`config.mk`:
```
export PLATFORM = sky130hd
export DESIGN_NAME = vec_mem_responder
export DESIGN_NICKNAME = d
export VERILOG_FILES = /design/src/rtl/vec_mem_responder.sv
export SDC_FILE = /design/constraint.sdc
export NUM_CORES = 1
export LEC_CHECK = 0
export ABC_AREA = 1
export BUFFER_PORTS_ARGS = -buffer_cell sky130_fd_sc_hd__buf_4
export CAP_MARGIN = 10
export CORE_MARGIN = 2
export CORE_UTILIZATION = 37
export DETAILED_ROUTE_END_ITERATION = 10
export MAX_ROUTING_LAYER = met4
export SLEW_MARGIN = 5
export SYNTH_ARGS = -nofsm -noshare
export SYNTH_HDL_FRONTEND = slang
export SYNTH_SLANG_ARGS = --single-unit
```
`constraint.sdc`:
```
create_clock -name clk -period 51.4 [get_ports clk]
set_input_delay 7.71 -clock clk [delete_from_list [all_inputs] [get_ports clk]]
set_output_delay 7.71 -clock clk [all_outputs]
set_load 0.05 [all_outputs]
```
`src/rtl/vec_mem_responder.sv`:
```
// vec_mem_responder: turns one 256-bit vector load or store into 16 sequential
// 16-bit accesses on a single-port synchronous RAM, stalling the pipeline
// while it is busy and publishing completed loads on Vmemout.
//
// state | meaning
// IDLE  | waiting for a request; stall follows req_valid
// WRITE | presenting one store lane per cycle (lane cnt)
// READ  | presenting load address cnt, capturing data for lane cnt-1
// RTAIL | capturing the last load lane and publishing Vmemout
// DONE  | one-cycle completion pulse; pipeline released, no new request taken
module vec_mem_responder #(
  parameter int LANES  = 16,
  parameter int LANE_W = 16,
  parameter int ADDR_W = 32
) (
  input  logic                    clk,
  input  logic                    reset,
  input  logic                    req_valid,
  input  logic                    req_we,
  input  logic [ADDR_W-1:0]       req_addr,
  input  logic [LANES*LANE_W-1:0] req_wdata,
  output logic                    stall,
  output logic                    done,
  output logic [LANES*LANE_W-1:0] Vmemout,
  output logic [ADDR_W-1:0]       mem_addr,
  output logic                    mem_we,
  output logic [LANE_W-1:0]       mem_wdata,
  input  logic [LANE_W-1:0]       mem_rdata
);

  localparam int CNT_W = $clog2(LANES);
  localparam logic [CNT_W-1:0] LAST_LANE = CNT_W'(LANES - 1);

  typedef enum logic [2:0] {IDLE, WRITE, READ, RTAIL, DONE} stateT;

  stateT state;
  stateT stateNext;

  logic [CNT_W-1:0]                cnt;
  logic                            op;
  logic [ADDR_W-1:0]               base;
  logic [ADDR_W-1:0]               laneAddr;
  logic [ADDR_W-1:0]               addrHold;
  logic [LANE_W-1:0]               wdataHold;
  logic [LANES-1:0][LANE_W-1:0]    wbuf;
  // The final lane bypasses rbuf and goes straight into Vmemout.
  logic [LANES-2:0][LANE_W-1:0]    rbuf;

  // Wraps naturally modulo 2^ADDR_W.
  assign laneAddr = base + ADDR_W'(cnt);

  // State register.
  always_ff @(posedge clk or posedge reset) begin
    if (reset) state <= IDLE;
    else       state <= stateNext;
  end

  // Next-state logic.
  always_comb begin
    stateNext = state;
    case (state)
      IDLE:    if (req_valid) stateNext = req_we ? WRITE : READ;
      WRITE:   if (cnt == LAST_LANE) stateNext = DONE;
      READ:    if (cnt == LAST_LANE) stateNext = RTAIL;
      RTAIL:   stateNext = DONE;
      DONE:    stateNext = IDLE;
      default: stateNext = IDLE;
    endcase
  end

  // Outputs; RAM address/data hold their last driven value when not accessing.
  always_comb begin
    stall     = 1'b0;
    done      = 1'b0;
    mem_we    = 1'b0;
    mem_addr  = addrHold;
    mem_wdata = wdataHold;
    case (state)
      IDLE:  stall = req_valid & ~reset;
      WRITE: begin
        stall     = 1'b1;
        mem_we    = op;
        mem_addr  = laneAddr;
        mem_wdata = wbuf[cnt];
      end
      READ: begin
        stall    = 1'b1;
        mem_addr = laneAddr;
      end
      RTAIL:   stall = 1'b1;
      DONE:    done  = 1'b1;
      default: ;
    endcase
  end

  // Request capture, lane counter, read assembly and output hold registers.
  always_ff @(posedge clk or posedge reset) begin
    if (reset) begin
      base      <= '0;
      op        <= 1'b0;
      cnt       <= '0;
      wbuf      <= '0;
      rbuf      <= '0;
      Vmemout   <= '0;
      addrHold  <= '0;
      wdataHold <= '0;
    end else begin
      case (state)
        IDLE: begin
          if (req_valid) begin
            base <= req_addr;
            op   <= req_we;
            wbuf <= req_wdata;
            cnt  <= '0;
          end
        end
        WRITE: begin
          cnt       <= cnt + 1'b1;
          addrHold  <= laneAddr;
          wdataHold <= wbuf[cnt];
        end
        READ: begin
          cnt      <= cnt + 1'b1;
          addrHold <= laneAddr;
          // RAM data arrives one cycle after its address.
          if (cnt != '0) rbuf[cnt - 1'b1] <= mem_rdata;
        end
        RTAIL:   Vmemout <= {mem_rdata, rbuf};
        default: ;
      endcase
    end
  end

endmodule

```
# Word level (Yosys, flattened, before mapping)

Cells that the tools add are included.

Add/sub/neg operators: 3
Magnitude comparators: 3
Equal/unequal tests: 8
Muxes and demuxes: 17
Bitwise operators: 2
Reductions and logical operators: 10

Operators with widths:

| kind                | number |
|---|---|
| $bwmux 240          | 1 |
| $bmux 16 s4         | 1 |
| $demux 16 s4        | 1 |
| $mux 16             | 3 |
| $add 32x4->32       | 1 |
| $mux 32             | 1 |
| $pmux 3 s4          | 1 |
| $lt 4x5->1 const B  | 2 |
| $mux 3              | 3 |
| $pmux 4 s2          | 1 |
| $eq 3x2->1 const B  | 2 |
| $ne 2x2->1 const B  | 3 |
| $reduce_and 2->1    | 3 |
| $add 4x1->4 const B | 1 |
| $eq 4x4->1 const B  | 1 |
| $ge 4x1->1 const B  | 1 |
| $mux 4              | 1 |
| $reduce_bool 4->1   | 1 |
| $sub 4x1->4 const B | 1 |
| $eq 3x1->1 const B  | 1 |
| $eq 3x3->1 const B  | 1 |
| $logic_not 3->1     | 1 |
| $reduce_and 3->1    | 1 |
| $reduce_or 3->1     | 1 |
| 8 further kinds     | 9 |

Bits in registers: 840
Input bits: 308
Output and inout bits: 307
Logic and storage cells: 81

# Logic depth before layout (Yosys ltp)

Gate-level depths: netlist of run 1.

Word-level depth: 6
Mapped depth: 11
Mapped depth without buffers: 11

# Worst setup path before layout of run 1

OpenSTA, ideal clock, no wires.

Path type: input to output
Start point: in reset
End point: out stall
Arrival time: 26.601 ns
Data required time: 43.690 ns
Setup slack: 17.089 ns
Stages on the path: 3
Cell sequence: inv_1 -> nand2_1 -> a21oi_1

Longest elaborated chain between the ends: 3

Ends and longest elaborated chain:

| item        | line | source |
|---|---|---|
| from (decl) | 17   | `input logic reset,` |
| $not 1->1   | 79   | `IDLE: stall = req_valid & ~reset;` |
| $and 1x1->1 | 79   |  |
| $pmux 1 s2  | 78   | `case (state)` |
| to (decl)   | 22   | `output logic stall,` |

No other way between the ends.

# Worst setup path after layout of run 1

Ends and elaborated chain as after synthesis.

==> results of run 1 <==
how the worst max path moves through the flow:
stage | from | endpoint | depth (start not counted)
after floorplan | reset | stall | 3
after global placement | reset | stall | 5
after detailed placement | reset | stall | 5
after CTS | reset | stall | 5
after global routing | reset | stall | 5
final | reset | stall | 5
cells by family after synthesis:
group,count (synthesis),synth area share [%]
flip-flops,840,60.7
AO/OA/AOI/OAI,818,12.6
AND/OR/NAND/NOR,1619,18.3
multiplexers,16,0.521
XOR/XNOR,11,0.278
adder cells (fa/ha/maj),11,0.419
buffers and inverters,646,7.22
metal layers:
metal	GRT usage (%)	routed length, um	vias to the layer above	part of all wire [%]
met2	35.9	50400	802	46
li1	-	-	13500	-
met3	5.30	7810	164	7.1
met1	30.7	48000	13100	44
met4	7.71	3290	0	3.0
met5	-	0	-	0
state kept, by name, summed over array words and instances (netlist names):
| register | count |
|---|---|
| addrHold | 32 |
| op | 1 |
| Vmemout | 256 |
| cnt | 4 |
| wbuf | 256 |
| base | 32 |
| wdataHold | 16 |
| state | 3 |
| rbuf | 240 |
power by group through the flow:
stage	sequential (uW)	combinational, uW	clock, uW
3_3_place_gp	1160	1490	0
3_5_place_dp	1160	1510	0
5_1_grt	1190	1640	736
4_1_cts	1150	1520	709
2_1_floorplan	1470	690	0
6_report	1150	1500	693
cell type report:
| cell class | count | area [um2] |
|---|---|---|
| antenna | 17 | 42.5 |
| clock buffer | 132 | 2680 |
| clock inverter | 34 | 517 |
| fill | 9118 | 49600 |
| inverter | 407 | 1540 |
| multi-input combinational | 2475 | 11100 |
| sequential | 840 | 21000 |
| tap | 1254 | 1570 |
| timing repair buffer | 650 | 4940 |
layout by cell type (no fill, tap or decap), types with 3 or more instances in the layout:
master / netlist / final
inv_16: 0 / 3
inv_2: 4 / 3
nand4_1: 7 / 7
or2_2: 17 / 17
nor2_1: 78 / 67
clkbuf_8: 0 / 25
nor2_2: 5 / 15
clkbuf_1: 172 / 16
a31oi_1: 5 / 5
nand2_1: 1381 / 1380
o211ai_1: 80 / 80
clkinv_4: 0 / 3
diode_2: 0 / 17
nor3_1: 5 / 5
clkbuf_16: 0 / 91
o22ai_1: 3 / 3
xor2_1: 9 / 9
ha_1: 10 / 10
nand3_1: 124 / 124
o21ai_1: 81 / 81
buf_4: 0 / 645
a21boi_0: 14 / 14
a21oi_1: 50 / 50
o21ai_0: 582 / 582
inv_1: 401 / 400
dfrtp_1: 840 / 838
buf_12: 0 / 5
clkinv_2: 0 / 15
bufinv_16: 0 / 10
mux2_2: 16 / 16
per-stage QoR:
stage               utilization [%]  std cells
finish                         46.7       5809
global placement               43.2       5626
global route                   46.7       5808
detailed placement             43.2       5626
CTS                            46.6       5792
floorplan                         -       3961
worst min-delay path, stage by stage (launching register included):
cell	delay, ps
dfrtp_1	330
nand2_1	50
nand2_1	50
==> run_results.csv, run 1 <==
group,metric,value,unit
power,vdd_drop_max,37.1,uV
place,post-place-ws,34690,ps
worst_setup_path,cp_common_cell,"buf_4",
timing,finalHoldViolCount,0,
status,status,"complete, no violations",
timing,fmax,0.0598,GHz
timing,fin_tns_setup,0,ps
drt,drtIter0Drc,2480,
synthesis,yosys_warnings,0,
synthesis,ys_types,30,
place,placedInstanceArea,0.0402,mm2
timing,tightestPinTransition,1170,ps
die,coreArea,0.0930,mm2
layout,final_cell_area,0.0434,mm2
cts,clk-insertion-delay-late,680,ps
synthesis,synth-seq-cells,840,
synthesis,synth.cells.most_frequent,"nand2_1, dfrtp_1, o21ai_0",
cts,htreeDepth,3,
worst_setup_path,reg2reg_slack,47820,ps
synthesis,syn_area,0.0346,mm2
die,row_count,112,
grt,grt_pass1_vias,26300,
layout,syn2layout_area_growth,25.5,%
power,p_clk_share,20.7,%
timing,timing.final.crit_period,16710,ps
synthesis,synth_top_area_share,60.7,%
drt,wl,110,mm
die,start_util,37.2,%
power,powerDensity,77.0,mW/mm2
die,ios,615,
synthesis,synth.top_cells.by_area,"dfrtp_1, nand2_1, o21ai_0",
worst_setup_path,worst-path-buf-inv,3,
worst_setup_path,cp_cell_sequence,"buf_4 -> inv_8 -> nand2_1 -> a21oi_1 -> buf_4",
synthesis,syn_nets,4280,
worst_setup_path,required,43690,ps
place,gp_congestion,0.841,
die,fp.dieH,310,um
cts,cts_made_buffers,90,
cts,cts_resized,0,
grt,grt.overflow.total,0,
drt,wl_per_cell,18.9,um
die,die_area,0.0960,mm2
timing,finalClockSkew,31.9,ps
worst_hold_path,min-delay-path-class,"reg2reg",
worst_setup_path,r2r-start,"cnt[0]$_DFFE_PP0P_",
synthesis,synthFlopType,"dfrtp_1",
synthesis,async_reset_ff_share,100,%
worst_setup_path,worst-setup-path-type,"in2out",
drt,route.detailed.drc,0,
power,p_leak,0.0217,uW
worst_setup_path,cp_max_fo,84,
timing,drv_slew,0,
synthesis,ys_seq_area_share,60.7,%
drt,ant_nets,0,
die,fp.dieW,310,um
synthesis,syn_avg_cell_area,8.74,um2
synthesis,synthCells,3961,
flow_run,drv_cap,0,
timing,setup_slack,34690,ps
worst_setup_path,cp_top_family,"buffers and inverters",
drt,first_pass_iters,6,
drt,viasPerCell,4.76,
timing,layout_worst_path_cycle_share,32.5,%
place,io_buffers,614,
worst_setup_path,critPathArrivalTime,9000,ps
power,switching_share,45.6,%
synthesis,yosysTopAreaCell,"dfrtp_1",
grt,antenna_found_initial,24,
worst_setup_path,rr_endpoint,"rbuf[138]$_DFFE_PP0P_",
layout,layout-drive-gt1-share,18.9,%
synthesis,synth-edff-count,0,
worst_setup_path,ff2ff_path_depth,6,
drt,vias,27600,
timing,setup_violations,0,
power,seqPwrFrac,34.5,%
timing,rsz0062_at_grt,"no",
cts,clock_sinks,840,
cts,ctsHoldBuffers,0,
cts,clockBufferDepth,3,
worst_hold_path,min_from,"wbuf[67]$_DFFE_PP0P_",
grt,grt_usage,23.4,%
power,power.switching,1530,uW
cts,path_clk_slew,60,ps
timing,whs,464,ps
power,p_comb_share,44.8,%
layout,layout.nets,4783,
power,power,3340,uW
timing,slew_headroom,21.8,%
grt,grt_max_degree,257,
cts,clockRootBuffer,"clkbuf_16",
worst_setup_path,end_kind,"output port",
grt,grt_pass1_wl,164,mm
cts,tritoncts,"built",
worst_hold_path,holdPathStages,2,
cts,postCtsSetupRepairBufs,0,
place,hpwl,73.8,mm
worst_hold_path,min_to,"wbuf[67]$_DFFE_PP0P_",
worst_setup_path,cp_slowest_cell,"inv_8",
synthesis,synth.most_common_cell,"nand2_1",
worst_setup_path,max_stage_delay,440,ps
worst_setup_path,critPathLaunchType,"input pin",
power,internal_power,1820,uW
Power figures use the tool's default switching activity.
==> run 2: changes to the inputs <==
- ABC_AREA: 1 -> 0
- clock period: 51.4 -> 13.5 ns (I/O delays scaled with it)
==> run_results.csv, run 2 <==
group,metric,value,unit
layout,final_cell_area,0.0430,mm2
worst_hold_path,holdPathStages,1,
cts,clk-insertion-delay-late,660,ps
timing,finalClockSkew,23.8,ps
drt,route.detailed.drc,0,
synthesis,syn_avg_cell_area,15.5,um2
worst_setup_path,cp_top_family,"buffers and inverters",
worst_setup_path,crit_end,"mem_wdata[1]",
worst_setup_path,required,11480,ps
die,fp.dieW,308,um
grt,grt_pass1_wl,143,mm
power,powerDensity,268,mW/mm2
place,gp_congestion,0.856,
grt,grt.overflow.total,0,
timing,fmax,0.169,GHz
cts,clock_sinks,840,
synthesis,synth.top_cells.by_area,"dfrtp_1, mux2_2, mux4_2",
worst_setup_path,rr_endpoint,"rbuf[138]$_DFFE_PP0P_",
grt,grt_usage,20.7,%
layout,layout-drive-gt1-share,57.1,%
synthesis,synth-seq-cells,840,
synthesis,ys_types,56,
synthesis,ys_seq_area_share,61.7,%
power,vdd_drop_max,145,uV
flow_run,drv_cap,0,
synthesis,synth.most_common_cell,"dfrtp_1",
place,io_buffers,614,
cts,clockRootBuffer,"clkbuf_16",
synthesis,syn_area,0.0341,mm2
cts,tritoncts,"built",
drt,vias,20900,
die,fp.dieH,308,um
die,die_area,0.0946,mm2
timing,finalHoldViolCount,0,
worst_setup_path,critPathLaunchType,"flip-flop",
worst_setup_path,worst-setup-path-type,"reg2out",
grt,grt_pass1_vias,22400,
layout,layout.nets,3119,
synthesis,synth_top_area_share,61.7,%
worst_setup_path,cp_common_cell,"buf_4",
place,hpwl,66.4,mm
layout,mostFrequentLayoutCell,"dfrtp_1",
cts,htreeDepth,3,
drt,viasPerCell,5.12,
timing,whs,481,ps
drt,drtIter0Drc,1217,
timing,drv_slew,0,
worst_setup_path,critPathArrivalTime,3910,ps
worst_setup_path,cp.depth,6,
grt,grt_max_degree,195,
timing,layout_worst_path_cycle_share,43.9,%
worst_setup_path,cp_slowest_cell,"buf_4",
power,p_leak,0.0205,uW
timing,rsz0062_at_grt,"no",
die,coreArea,0.0915,mm2
synthesis,synth-edff-count,0,
cts,cts_made_buffers,91,
cts,clockBufferDepth,3,
worst_hold_path,min_from,"rbuf[138]$_DFFE_PP0P_",
synthesis,synth.cells.most_frequent,"dfrtp_1, mux2_2, buf_2",
timing,timing.final.crit_period,5930,ps
timing,setup_violations,0,
worst_setup_path,cp_max_fo,57,
synthesis,async_reset_ff_share,100,%
worst_setup_path,cp_cell_sequence,"buf_4 -> buf_4 -> mux4_2 -> a22oi_1 -> nand3_1 -> buf_4",
die,ios,615,
drt,ant_nets,0,
worst_hold_path,min-delay-path-class,"reg2reg",
worst_setup_path,reg2reg_slack,9740,ps
drt,first_pass_iters,5,
cts,path_clk_slew,60,ps
worst_setup_path,startpoint,"cnt[1]$_DFFE_PP0P_",
place,placedInstanceArea,0.0399,mm2
synthesis,synthCells,2196,
layout,layout_common_cells,"dfrtp_1, mux2_2, buf_4, clkbuf_16, mux4_2",
status,status,"complete, no violations",
power,power,11500,uW
timing,tightestPinTransition,1220,ps
layout,reg.largest.list,"Vmemout: 256 flops, wbuf: 256 flops, rbuf: 240 flops",
die,start_util,37.2,%
synthesis,syn_nets,2515,
grt,antenna_found_initial,14,
cts,postCtsSetupRepairBufs,0,
synthesis,yosys_warnings,0,
worst_setup_path,end_kind,"output port",
synthesis,synthFlopType,"dfrtp_1",
drt,wl,95.8,mm
layout,fillers,8049,
worst_setup_path,ff2ff_path_depth,7,
synthesis,yosysTopAreaCell,"dfrtp_1",
layout,syn2layout_area_growth,26.1,%
cts,ctsHoldBuffers,0,
worst_setup_path,r2r-start,"cnt[1]$_DFFE_PP0P_",
worst_setup_path,worst-path-buf-inv,3,
drt,wl_per_cell,23.5,um
die,row_count,111,
cts,cts_resized,0,
worst_setup_path,max_stage_delay,740,ps
timing,slew_headroom,18.8,%
run 2: worst min-delay path by stage:
stage / slack (ps) / endpoint
floorplan: 450 / rbuf[132]$_DFFE_PP0P_
detailed placement: 460 / addrHold[0]$_DFF_PP0_
global route: 490 / rbuf[211]$_DFFE_PP0P_
global placement: 460 / rbuf[212]$_DFFE_PP0P_
CTS: 480 / rbuf[225]$_DFFE_PP0P_
finish: 480 / Vmemout[138]$_DFFE_PP0P_
run 2: logic make-up after synthesis:
logic type | Yosys count | synth area share (%)
AND/OR/NAND/NOR | 181 | 2.87
adder cells (fa/ha/maj) | 11 | 0.426
XOR/XNOR | 10 | 0.257
multiplexers | 862 | 29.9
buffers and inverters | 151 | 1.98
AO/OA/AOI/OAI | 141 | 2.89
flip-flops | 840 | 61.7
run 2: where the power goes:
part / internal (uW) / switching, uW
Sequential: 3550 / 612
Clock: 1480 / 1030
Combinational: 1920 / 2930
Total: 6940 / 4580
run 2: routing by layer:
layer	vias to the layer above	global-route usage, %	routed length [um]
li1	9218	-	-
met1	10900	23.7	38100
met2	586	35.2	48400
met3	147	6.24	6740
met4	0	5.99	2530
met5	-	-	0
run 2: final cells by class:
type,count,area (um2),area share [%]
diodes,13,32.5,0.0757
clock buffers,136,2680,6.22
clock inverters,29,379,0.882
inverters,10,41.3,0.0960
multi-input cells,1205,12400,28.8
flip-flops and latches,840,21000,48.9
well taps,1186,1480,3.45
repair buffers,652,4950,11.5
run 2: metrics by stage:
step	std cells	util, %	TNS [ps]	worst slack (ps)
after floorplan	2196	-	-65540	-3060
after detailed placement	3892	43.6	0	7940
after global routing	4070	47.0	0	7300
final	4071	47.0	0	7570
after CTS	4057	46.9	0	7410
after global placement	3892	43.6	0	7950
==> run 3: changes to the inputs <==
- clock period: 13.5 -> 5.02 ns (I/O delays scaled with it)
==> run_results.csv, run 3 (synthesized netlist as in run 2, its figures left out) <==
group,metric,value,unit
drt,wl_per_cell,23.8,um
power,p_leak,0.0206,uW
grt,grt.overflow.total,0,
drt,route.detailed.drc,0,
place,place_inst,3895,
layout,final_cell_area,0.0431,mm2
cts,clock_sinks,840,
cts,tritoncts,"built",
power,vdd_drop_max,451,uV
timing,setup_violations,0,
timing,finalClockSkew,21.9,ps
timing,drv_slew,0,
layout,utilization,47.1,%
timing,fin_tns_setup,0,ps
timing,tightestPinTransition,1240,ps
layout,reg.largest.list,"Vmemout: 256 flops, wbuf: 256 flops, rbuf: 240 flops",
power,powerDensity,724,mW/mm2
place,io_buffers,614,
cts,htreeDepth,3,
timing,timing.final.crit_period,4330,ps
cts,cts_made_buffers,92,
timing,layout_worst_path_cycle_share,86.3,%
timing,fmax,0.231,GHz
place,gp_congestion,0.831,
grt,grt_pass1_wl,144,mm
worst_hold_path,min-delay-path-class,"in2reg",
drt,ant_nets,0,
power,power,31200,uW
worst_setup_path,critPathLaunchType,"flip-flop",
grt,antenna_found_initial,18,
die,ios,615,
worst_setup_path,reg2reg_slack,1660,ps
drt,vias,20900,
worst_setup_path,startpoint,"cnt[3]$_DFFE_PP0P_",
worst_setup_path,critPathArrivalTime,3580,ps
cts,clockBufferDepth,3,
layout,fin_cells,4078,
drt,first_pass_iters,5,
timing,rsz0062_at_grt,"no",
cts,postCtsSetupRepairBufs,0,
cts,clk-insertion-delay-late,670,ps
status,status,"complete, no violations",
worst_setup_path,worst-setup-path-type,"reg2out",
worst_setup_path,rr_endpoint,"rbuf[115]$_DFFE_PP0P_",
drt,wl,96.9,mm
die,row_count,111,
grt,grt_max_degree,176,
worst_setup_path,cp_max_fo,19,
layout,layout-drive-gt1-share,57.1,%
worst_hold_path,min_from,"req_wdata[53]",
grt,grt_pass1_vias,22400,
layout,mostFrequentLayoutCell,"dfrtp_1",
worst_setup_path,ff2ff_path_depth,6,
place,hpwl,69.0,mm
layout,regArea,0.0210,mm2
cts,path_clk_slew,60,ps
die,start_util,37.2,%
cts,clockRootBuffer,"clkbuf_16",
layout,multi_input_area,0.0124,mm2
grt,grt_usage,21.0,%
worst_setup_path,r2r-start,"cnt[0]$_DFFE_PP0P_",
flow_run,drv_cap,0,
layout,layout_common_cells,"dfrtp_1, mux2_2, buf_4, clkbuf_16, mux4_2",
layout,syn2layout_area_growth,26.6,%
die,fp.dieW,308,um
drt,viasPerCell,5.12,
die,die_area,0.0946,mm2
layout,layout.nets,3122,
timing,slew_headroom,17.4,%
place,placedInstanceArea,0.0400,mm2
die,coreArea,0.0915,mm2
drt,drtIter0Drc,1310,
timing,finalHoldViolCount,0,
worst_setup_path,crit_end,"mem_addr[24]",
layout,fillers,7975,
die,fp.dieH,308,um
worst_setup_path,end_kind,"output port",
cts,ctsHoldBuffers,0,
cts,cts_resized,0,
worst_setup_path,required,4270,ps
==> run 3: changes by cell type in the layout (fill, tap and decap cells not counted), sizes merged <==
| cell | delta |
|---|---|
| buf | +2 |
| bufinv | +2 |
| clkbuf | +3 |
| clkinv | +1 |
| clkinvlp | -1 |
| diode | +3 |
| inv | -3 |
==> run 3: how the worst min path moves through the flow <==
stage / end / slack [ps] / cells after the start
2_1_floorplan: rbuf[132]$_DFFE_PP0P_ / 450 / 1
5_1_grt: wbuf[113]$_DFFE_PP0P_ / 290 / 2
3_3_place_gp: rbuf[210]$_DFFE_PP0P_ / 460 / 1
3_5_place_dp: rbuf[209]$_DFFE_PP0P_ / 470 / 1
6_report: wbuf[53]$_DFFE_PP0P_ / 330 / 2
4_1_cts: base[4]$_DFFE_PP0P_ / 270 / 3
==> run 3: worst max-delay path, stage by stage, from the launching register on <==
cell      delay (ps)
dfrtp_1          560
ha_1             460
o211ai_1         150
or3_1            680
or4_1            570
a31oi_1          260
buf_4            250
==> run 3: final cells by class <==
class	count	area share (%)
Sequential cell	840	48.7
Multi-Input combinational cell	1205	28.8
Timing Repair Buffer	654	11.7
Clock buffer	139	6.35
Tap cell	1186	3.44
Clock inverter	28	0.853
Inverter	10	0.0957
Antenna cell	16	0.0928
==> run 3: through the flow <==
step | hold slack [ps] | worst slack (ps)
final | 328 | 686
after global routing | 293 | 446
after CTS | 265 | 630
after detailed placement | 473 | 1370
after global placement | 463 | 1420
after floorplan | 454 | -9000
==> run 3: where the power goes <==
part / internal (uW) / switching (uW)
logic: 5180 / 7990
registers: 9540 / 1630
clock network: 4130 / 2760
==> run 3: routing by layer <==
metal  up-vias  track usage, %  share of wire (%)
met4         0            7.10                2.9
met5         -               -                  0
met1     10900            23.8                 39
met2       595            35.0                 50
met3       135            6.93                7.6
li1       9242               -                  -
